## src/rtl/ringbus_cmd_decoder.sv

```systemverilog
// Ring bus command decoder: pops header/data words and applies mapmov and pilot configuration.
// Optional feature: define RINGBUS_CMD_ACK_EN to send an ack word to ACK_ADDR after each command.
module ringbus_cmd_decoder #(
  parameter int unsigned TIMEOUT_CYCLES = 4096,
  parameter logic [31:0] ACK_ADDR       = 32'h0000_0000
) (
  input  logic        i_sysclk,
  input  logic        i_arst_n,
  input  logic [31:0] i_rd_data,
  input  logic        i_rd_buf_empty,
  output logic        o_rd_en,
  output logic [31:0] o_wr_data,
  output logic [31:0] o_wr_addr,
  output logic        o_start_wr,
  input  logic        i_write_ready,
  input  logic        i_done_wr,
  output logic [31:0] o_trim_start,
  output logic [31:0] o_trim_end,
  output logic [15:0] o_one_value,
  output logic [15:0] o_zero_value,
  output logic [9:0]  o_pilot_addr,
  output logic [31:0] o_pilot_wdata,
  output logic        o_pilot_we,
  output logic        o_mapmov_reset,
  output logic [7:0]  o_err_cnt
);

  localparam logic [2:0] S_IDLE      = 3'd0;
  localparam logic [2:0] S_HDR_WAIT  = 3'd1;
  localparam logic [2:0] S_DECODE    = 3'd2;
  localparam logic [2:0] S_DATA_POP  = 3'd3;
  localparam logic [2:0] S_DATA_WAIT = 3'd4;
  localparam logic [2:0] S_EXEC      = 3'd5;
`ifdef RINGBUS_CMD_ACK_EN
  localparam logic [2:0] S_ACK       = 3'd6;
  localparam logic [2:0] S_POST_EXEC = S_ACK;
`else
  localparam logic [2:0] S_POST_EXEC = S_IDLE;
`endif

  localparam logic [7:0] OP_TRIM_START = 8'h10;
  localparam logic [7:0] OP_TRIM_END   = 8'h11;
  localparam logic [7:0] OP_ONE_ZERO   = 8'h12;
  localparam logic [7:0] OP_PILOT_WR   = 8'h13;
  localparam logic [7:0] OP_MM_RESET   = 8'h14;

  localparam logic [31:0] TMO_LAST = 32'(TIMEOUT_CYCLES - 1);

  logic [2:0]  state;
  logic [31:0] hdr;
  logic [31:0] data;
  logic [31:0] tmo_cnt;
  logic [7:0]  opcode;

  assign opcode = hdr[31:24];

  function automatic logic [7:0] sat_inc(input logic [7:0] v);
    return (v == 8'hFF) ? v : v + 8'd1;
  endfunction

  // A pop is only offered from the two waiting states, each of which leaves on the pop.
  assign o_rd_en = ((state == S_IDLE) || (state == S_DATA_POP)) && !i_rd_buf_empty;

`ifdef RINGBUS_CMD_ACK_EN
  logic ack_sent;
  assign o_start_wr = (state == S_ACK) && !ack_sent && i_write_ready;
  assign o_wr_addr  = (state == S_ACK) ? ACK_ADDR : 32'h0;
  assign o_wr_data  = (state == S_ACK) ? {8'hA5, opcode, 16'h0000} : 32'h0;
  logic unused_bits;
  assign unused_bits = &{1'b0, hdr[23:10]};
`else
  assign o_start_wr = 1'b0;
  assign o_wr_addr  = 32'h0;
  assign o_wr_data  = 32'h0;
  logic unused_bits;
  assign unused_bits = &{1'b0, hdr[23:10], i_write_ready, i_done_wr, ACK_ADDR};
`endif

  always_ff @(posedge i_sysclk or negedge i_arst_n) begin
    if (!i_arst_n) begin
      state          <= S_IDLE;
      hdr            <= 32'h0;
      data           <= 32'h0;
      tmo_cnt        <= 32'h0;
      o_trim_start   <= 32'h0;
      o_trim_end     <= 32'h0;
      o_one_value    <= 16'h0;
      o_zero_value   <= 16'h0;
      o_pilot_addr   <= 10'h0;
      o_pilot_wdata  <= 32'h0;
      o_pilot_we     <= 1'b0;
      o_mapmov_reset <= 1'b0;
      o_err_cnt      <= 8'h0;
`ifdef RINGBUS_CMD_ACK_EN
      ack_sent       <= 1'b0;
`endif
    end else begin
      o_pilot_we     <= 1'b0;
      o_mapmov_reset <= 1'b0;
      case (state)
        S_IDLE:      if (!i_rd_buf_empty) state <= S_HDR_WAIT;
        S_HDR_WAIT: begin
          hdr   <= i_rd_data;
          state <= S_DECODE;
        end
        S_DECODE: begin
          tmo_cnt <= 32'h0;
          case (opcode)
            OP_TRIM_START, OP_TRIM_END, OP_ONE_ZERO, OP_PILOT_WR: state <= S_DATA_POP;
            OP_MM_RESET: state <= S_EXEC;
            default: begin
              o_err_cnt <= sat_inc(o_err_cnt);
              state     <= S_IDLE;
            end
          endcase
        end
        // Data word never arriving: drop the header and count the error.
        S_DATA_POP: begin
          if (!i_rd_buf_empty) begin
            state <= S_DATA_WAIT;
          end else if (tmo_cnt == TMO_LAST) begin
            o_err_cnt <= sat_inc(o_err_cnt);
            hdr       <= 32'h0;
            state     <= S_IDLE;
          end else begin
            tmo_cnt <= tmo_cnt + 32'd1;
          end
        end
        S_DATA_WAIT: begin
          data  <= i_rd_data;
          state <= S_EXEC;
        end
        S_EXEC: begin
          case (opcode)
            OP_TRIM_START: o_trim_start <= data;
            OP_TRIM_END:   o_trim_end   <= data;
            OP_ONE_ZERO: begin
              o_one_value  <= data[31:16];
              o_zero_value <= data[15:0];
            end
            OP_PILOT_WR: begin
              o_pilot_addr  <= hdr[9:0];
              o_pilot_wdata <= data;
              o_pilot_we    <= 1'b1;
            end
            OP_MM_RESET:   o_mapmov_reset <= 1'b1;
            default: ;
          endcase
`ifdef RINGBUS_CMD_ACK_EN
          ack_sent <= 1'b0;
`endif
          state <= S_POST_EXEC;
        end
`ifdef RINGBUS_CMD_ACK_EN
        S_ACK: begin
          if (!ack_sent && i_write_ready) ack_sent <= 1'b1;
          else if (ack_sent && i_done_wr) state <= S_IDLE;
        end
`endif
        default: state <= S_IDLE;
      endcase
    end
  end

endmodule

```

## config.mk

```make
export PLATFORM = sky130hd
export DESIGN_NAME = ringbus_cmd_decoder
export DESIGN_NICKNAME = d
export VERILOG_FILES = /design/src/rtl/ringbus_cmd_decoder.sv
export SDC_FILE = /design/constraint.sdc
export NUM_CORES = 1
export LEC_CHECK = 0
export ABC_AREA = 1
export CAP_MARGIN = 20
export CORE_MARGIN = 4
export CORE_UTILIZATION = 40
export CTS_CLUSTER_SIZE = 10
export DETAILED_ROUTE_END_ITERATION = 12
export GPL_TIMING_DRIVEN = 0
export PLACE_DENSITY = 0.67
export SKIP_LAST_GASP = 1
export SLEW_MARGIN = 20
export SYNTH_ARGS = -nofsm -noshare
export SYNTH_HDL_FRONTEND = slang
export SYNTH_SLANG_ARGS = --single-unit
```

## constraint.sdc

```tcl
create_clock -name i_sysclk -period 3.7 [get_ports i_sysclk]
set_clock_uncertainty 0.15 [all_clocks]
set_input_delay 1.11 -clock i_sysclk [delete_from_list [all_inputs] [get_ports i_sysclk]]
set_output_delay 1.11 -clock i_sysclk [all_outputs]
set_load 0.02 [all_outputs]
```

==> qor.yml, run 1 <==
global_route:
  grt_max_degree: 94
  grt_pass1_vias: 8698
  grt_pass1_wl_um: 48300
  grt_usage_pct: 21.0
  antenna_found_initial: 3
  grt-ovfl-total: 0
detailed_routing:
  post_drt_wl_per_cell_um: 16.6
  drtPass1Iterations: 5
  via_count: 8789
  drt-total-wl_um: 30300
  drtAntennaViolNets: 0
  via_per_inst: 4.81
  drt_drc_violations_left: 0
  drt_first_iter_violations: 538
synthesis:
  synth_simple_gate_area_share_pct: 22.8
  ys_types: 31
  ys.flop_type: "dfrtp_1"
  synth_top_family_by_area: "simple AND/OR/NAND/NOR gates"
  synth-seq-area-share_pct: 56.0
  synth-edff-count: 0
  ys_warn_count: 0
  synthXorXnorAreaFrac_pct: 0.841
  syn-cell-area_um2: 10400
  synth_mux_area_share_pct: 0
  synthAdderAreaFrac_pct: 0.240
  synth-compound-area-share_pct: 10.4
  synthArstFlopShare_pct: 100
  synth.avg_cell_area_um2: 8.61
  synth_seq_cells: 233
  synth_cells: 1210
sta:
  setup_ws_ns: 0.288
  slew_violations: 0
  rsz0062_at_grt: "false"
  setup_violations: 0
  fmax_mhz: 293
  worstMarginPinSlew_ns: 0.670
  fin_crit_ns: 3.41
  maxSlewHeadroom_pct: 55.2
  finalHoldViolCount: 0
  period_share_pct: 92.2
pwr:
  worst_ir_drop_vdd_v: 0.000453
  pwr_density_cell_nw_per_um2: 559
  pwr-share-comb_pct: 26.9
  p_clk_share_pct: 31.3
  leakagePower_nw: 6.43
  power.switching_mw: 2.61
  sw_frac_of_total_pct: 34.0
  pwr-share-seq_pct: 41.8
  p_int_mw: 5.07
layout:
  final_cells: 1827
  final_nets: 1528
  final_util_pct: 54.1
  diodes: 0
  design_area_um2: 13700
  drive_above_1_share_pct: 11.5
  syn_to_final_growth_pct: 31.9
worst_setup_path:
  critPathKind: "primary input to output port"
  crit_path_max_incr_delay_ns: 0.49
  required_ns: 2.44
  cp_cell_sequence: "clkdlybuf4s50_1 -> a21oi_1 -> dlygate4sd2_1"
  cp-end-kind: "output port"
  slowest_stage: "clkdlybuf4s50_1"
  arrival_ns: 2.15
  crit_path_start_kind: "primary input"
  crit_fanout: 4
clock_tree:
  cts.clk_slew.worst_paths_ns: 0.05
  clock_latency_ns: 0.55
  clkSinkCount: 233
  cts_root_buf: "clkbuf_16"
  cts.htree.levels: 1
  clockBufferDepth: 3
  cts_setup_buffers: 0
  tritoncts: "yes"
  cts_made_buffers: 28
  ctsHoldBuffers: 0
floorplan:
  die_w_um: 169
  dieHeight_um: 169
  die_area_um2: 28700
  core-area_um2: 25400
  ioPinCount: 251
  rows: 58
  start_util_pct: 41.0
place:
  preCtsSetupSlack_ns: -0.00718
  portBuffers: 183
  place_area_um2: 13000
  hpwlAfterDp_um: 22200
  place.gp.congestion: 0.876
  dp_cells: 1789
outcome:
  status: "finished, final reports clean"
hold_path:
  hp-class: "flop to flop"
flow_run:
  maxCapViolations: 0
-- routing by layer --
layer  vias up  global-route usage, %  wire length (um)
li1       4266                      -                 -
met1      4206                   28.6             13000
met2       261                   32.7             13800
met3        50                   7.13              2650
met4         6                   5.18               758
met5         -                      0                33
-- critical path, delay by kind of cell --
family,cells,cell delay (ns)
compound gates,1,0.19
buf+inv,2,0.85
-- flip-flops by register name, summed over array words and instances, names as in the netlist --
| name | count |
|---|---|
| tmo_cnt | 32 |
| o_trim_end | 32 |
| o_pilot_addr | 10 |
| hdr | 18 |
| data | 32 |
| state | 3 |
| o_pilot_wdata | 32 |
| o_err_cnt | 8 |
| o_zero_value | 16 |
| o_mapmov_reset | 1 |
| o_one_value | 16 |
| o_pilot_we | 1 |
| o_trim_start | 32 |
-- Yosys cell counts, types with 2 or more instances --
master / n / area share, %
nor2_1: 106 / 3.8
xnor2_1: 3 / 0.25
nand3_1: 58 / 2.8
a21oi_1: 33 / 1.6
buf_2: 11 / 0.53
xor2_1: 7 / 0.59
buf_4: 67 / 4.8
clkbuf_1: 30 / 1.1
nand2_1: 374 / 13
ha_1: 2 / 0.24
o21ai_2: 27 / 2.3
dfrtp_1: 233 / 56
nand3_2: 3 / 0.29
o21ai_1: 38 / 1.8
nor3_1: 3 / 0.14
buf_6: 2 / 0.22
nor2_4: 3 / 0.32
nor2_2: 2 / 0.12
nand2_2: 12 / 0.72
or2_2: 6 / 0.36
nand4_1: 9 / 0.54
o21ai_0: 96 / 4.6
inv_2: 3 / 0.11
inv_1: 75 / 2.7
-- power by group through the flow --
stage	clock network (mW)	logic [mW]	registers (mW)
final	2.40	2.07	3.21
after global routing	2.56	2.30	3.26
after CTS	2.46	2.09	3.21
after global placement	0	2.03	3.25
after detailed placement	0	2.08	3.25
after floorplan	0	1.15	3.36
-- area by class of cell --
cell class,count,area (um2)
Clock inverter,2,38.8
Sequential cell,233,5830
Buffer,112,728
Tap cell,330,413
Multi-Input combinational cell,851,3810
Fill cell,2384,11700
Timing Repair Buffer,185,1890
Inverter,78,293
Clock buffer,36,741
-- layout by cell type, fill, tap and decap left out, types with 3 or more instances in the layout --
master / synthesis / routed
a21oi_1: 33 / 33
buf_2: 11 / 11
buf_4: 67 / 67
clkbuf_1: 30 / 37
clkbuf_16: 0 / 28
clkdlybuf4s50_1: 0 / 181
conb_1: 1 / 65
dfrtp_1: 233 / 233
inv_1: 75 / 75
inv_2: 3 / 3
nand2_1: 374 / 374
nand2_2: 12 / 12
nand3_1: 58 / 58
nand3_2: 3 / 3
nand4_1: 9 / 9
nor2_1: 106 / 106
nor2_4: 3 / 3
nor3_1: 3 / 3
o21ai_0: 96 / 96
o21ai_1: 38 / 38
o21ai_2: 27 / 27
or2_2: 6 / 6
xnor2_1: 3 / 3
xor2_1: 7 / 7
-- per-stage QoR --
step	TNS (ns)	hold WS [ns]	power, mW
3_3_place_gp	-2001.89	0.301	5.28
2_1_floorplan	0	0.284	4.51
3_5_place_dp	-0.00718	0.309	5.33
4_1_cts	0	0.315	7.76
6_report	0	0.315	7.69
5_1_grt	0	0.339	8.13
-- cell families after synthesis --
family,after synthesis
adder cells (fa/ha/maj),2
buffers and inverters,190
flip-flops,233
AND/OR/NAND/NOR,579
other,1
AO/OA/AOI/OAI,195
XOR/XNOR,10
-- final timing paths --
path	start	endpoint	slack (ns)	cells past startpoint
worst max-delay path	i_rd_buf_empty	o_rd_en	0.29	3
worst min-delay path	hdr[2]	o_pilot_addr[2]	0.32	2
worst max register to register	tmo_cnt[0]	hdr[9]	1.40	11
worst min register to register	hdr[2]	o_pilot_addr[2]	0.32	2
max in group asynchronous	i_arst_n	o_trim_end[9]	2.24	2
min in group asynchronous	i_arst_n	tmo_cnt[22]	0.36	1
-- timing repair --
action | CTS | global route
endpoints found under the setup margin | 1 | 0
endpoints found under the hold margin | 0 | 0
gates resized for setup | 1 | 0
Power figures use the tool's default switching activity.
==> run 2, diff against run 1 <==
--- a/config.mk
+++ b/config.mk
@@ -12,7 +12,7 @@
 export CTS_CLUSTER_SIZE = 10
 export DETAILED_ROUTE_END_ITERATION = 12
 export GPL_TIMING_DRIVEN = 0
-export PLACE_DENSITY = 0.67
+export PLACE_DENSITY = 0.66
 export SKIP_LAST_GASP = 1
 export SLEW_MARGIN = 20
 export SYNTH_ARGS = -nofsm -noshare
==> qor.yml, run 2 (same netlist as run 1, synthesis figures left out) <==
worst_setup_path:
  crit_path_start_kind: "primary input"
  arrival_ns: 2.21
  reg2reg_slack_ns: 1.34
  critPathKind: "primary input to output port"
  crit_fanout: 4
  cp_cell_sequence: "clkdlybuf4s50_1 -> a21oi_1 -> dlygate4sd2_1"
  cp-end-kind: "output port"
  path_buf_inv: 2
  required_ns: 2.44
  cp_top_family: "buffers and inverters"
  critPathLaunch: "i_rd_buf_empty"
  r2r_start: "tmo_cnt[0]"
  slowest_stage: "clkdlybuf4s50_1"
  crit_path_max_incr_delay_ns: 0.50
clock_tree:
  cts_made_buffers: 27
  ctsHoldBuffers: 0
  tritoncts: "yes"
  cts.clk_slew.worst_paths_ns: 0.05
  cts_root_buf: "clkbuf_16"
  clockBufferDepth: 3
  clkSinkCount: 233
  clock_latency_ns: 0.53
  cts.htree.levels: 1
place:
  hpwlAfterDp_um: 22700
  preCtsSetupSlack_ns: -0.0403
  place_area_um2: 13000
  place.gp.congestion: 0.885
  portBuffers: 183
  dp_cells: 1789
layout:
  final_nets: 1527
  final_cells: 1823
  final_cell_mix: "374 x nand2_1, 233 x dfrtp_1, 181 x clkdlybuf4s50_1"
  syn_to_final_growth_pct: 31.5
  design_area_um2: 13700
  drive_above_1_share_pct: 11.5
  final_common_cell: "nand2_1"
floorplan:
  ioPinCount: 251
  die_w_um: 169
  dieHeight_um: 169
  core-area_um2: 25400
  rows: 58
  die_area_um2: 28700
  start_util_pct: 41.0
detailed_routing:
  via_per_inst: 4.81
  drtAntennaViolNets: 0
  post_drt_wl_per_cell_um: 17.2
  drt-total-wl_um: 31400
  via_count: 8770
  drt_drc_violations_left: 0
  drt_first_iter_violations: 636
  drtPass1Iterations: 5
pwr:
  leakagePower_nw: 6.42
  worst_ir_drop_vdd_v: 0.000398
  pwr_density_cell_nw_per_um2: 558
  p_total_mw: 7.64
sta:
  setup_violations: 0
  rsz0062_at_grt: "false"
  setup_ws_ns: 0.230
  maxSlewHeadroom_pct: 51.8
  fin_crit_ns: 3.47
  slew_violations: 0
  worst_hold_slack_ns: 0.309
  fmax_mhz: 288
  period_share_pct: 93.8
  finalHoldViolCount: 0
  worstMarginPinSlew_ns: 0.720
global_route:
  grt-ovfl-total: 0
  grt_usage_pct: 21.5
  grt_pass1_vias: 8740
  antenna_found_initial: 5
  grt_max_degree: 92
  grt_pass1_wl_um: 49300
flow_run:
  maxCapViolations: 0
hold_path:
  hp-start: "hdr[30]"
  hp-class: "flop to flop"
outcome:
  status: "finished, final reports clean"
run 2: cell types whose count changed in the layout (fill, tap and decap cells not counted):
| cell | change |
|---|---|
| clkbuf_1 | -4 |
| clkbuf_16 | -1 |
| clkbuf_8 | +1 |
| clkinv_16 | -1 |
| diode_2 | +1 |
| inv_16 | +1 |
| inv_6 | -1 |
run 2: layout make-up:
| type | count | area [um2] |
|---|---|---|
| Buffer | 112 | 728 |
| Clock buffer | 32 | 714 |
| Timing Repair Buffer | 185 | 1890 |
| Fill cell | 2346 | 11700 |
| Antenna cell | 1 | 2.50 |
| Multi-Input combinational cell | 851 | 3810 |
| Clock inverter | 1 | 20.0 |
| Tap cell | 330 | 413 |
| Sequential cell | 233 | 5830 |
| Inverter | 78 | 293 |
run 2: worst paths after layout:
kind / end / cells past startpoint
worst max-delay path: o_rd_en / 3
worst min-delay path: hdr[30] / 2
worst max register to register: hdr[25] / 11
worst min register to register: hdr[30] / 2
max in group asynchronous: o_pilot_wdata[7] / 3
min in group asynchronous: o_pilot_wdata[30] / 1
run 2: report_power, final:
group	internal, mW	switching, mW
Combinational	0.705	1.39
Sequential	2.98	0.238
Clock	1.34	0.987
run 2: repair_timing:
| action | 4_1_cts | 5_1_grt |
|---|---|---|
| gates resized for setup | 1 | 0 |
| endpoints found under the setup margin | 1 | 0 |
| setup buffers | 0 | 0 |
run 2: stage by stage:
| stage | setup TNS, ns | utilization, % |
|---|---|---|
| 6_report | 0 | 53.9 |
| 5_1_grt | 0 | 53.9 |
| 4_1_cts | 0 | 53.9 |
| 3_5_place_dp | -0.0403 | 51.0 |
| 3_3_place_gp | -2031.97 | 50.8 |
| 2_1_floorplan | 0 | - |
run 2: metal layers:
layer | share of wire (%) | global-route usage [%] | vias up
met2 | 46 | 33.4 | 294
met4 | 2.7 | 5.67 | 8
li1 | - | - | 4263
met1 | 43 | 29.4 | 4149
met5 | 0.17 | 0 | -
met3 | 8.9 | 7.10 | 56
run 2: worst register-to-register path, delay by kind of cell, from the launching register on:
family / cells / cell delay (ns)
AND/OR/NAND/NOR: 9 / 1.12
flip-flops: 1 / 0.47
adder cells (fa/ha/maj): 1 / 0.30
buffers and inverters: 1 / 0.23
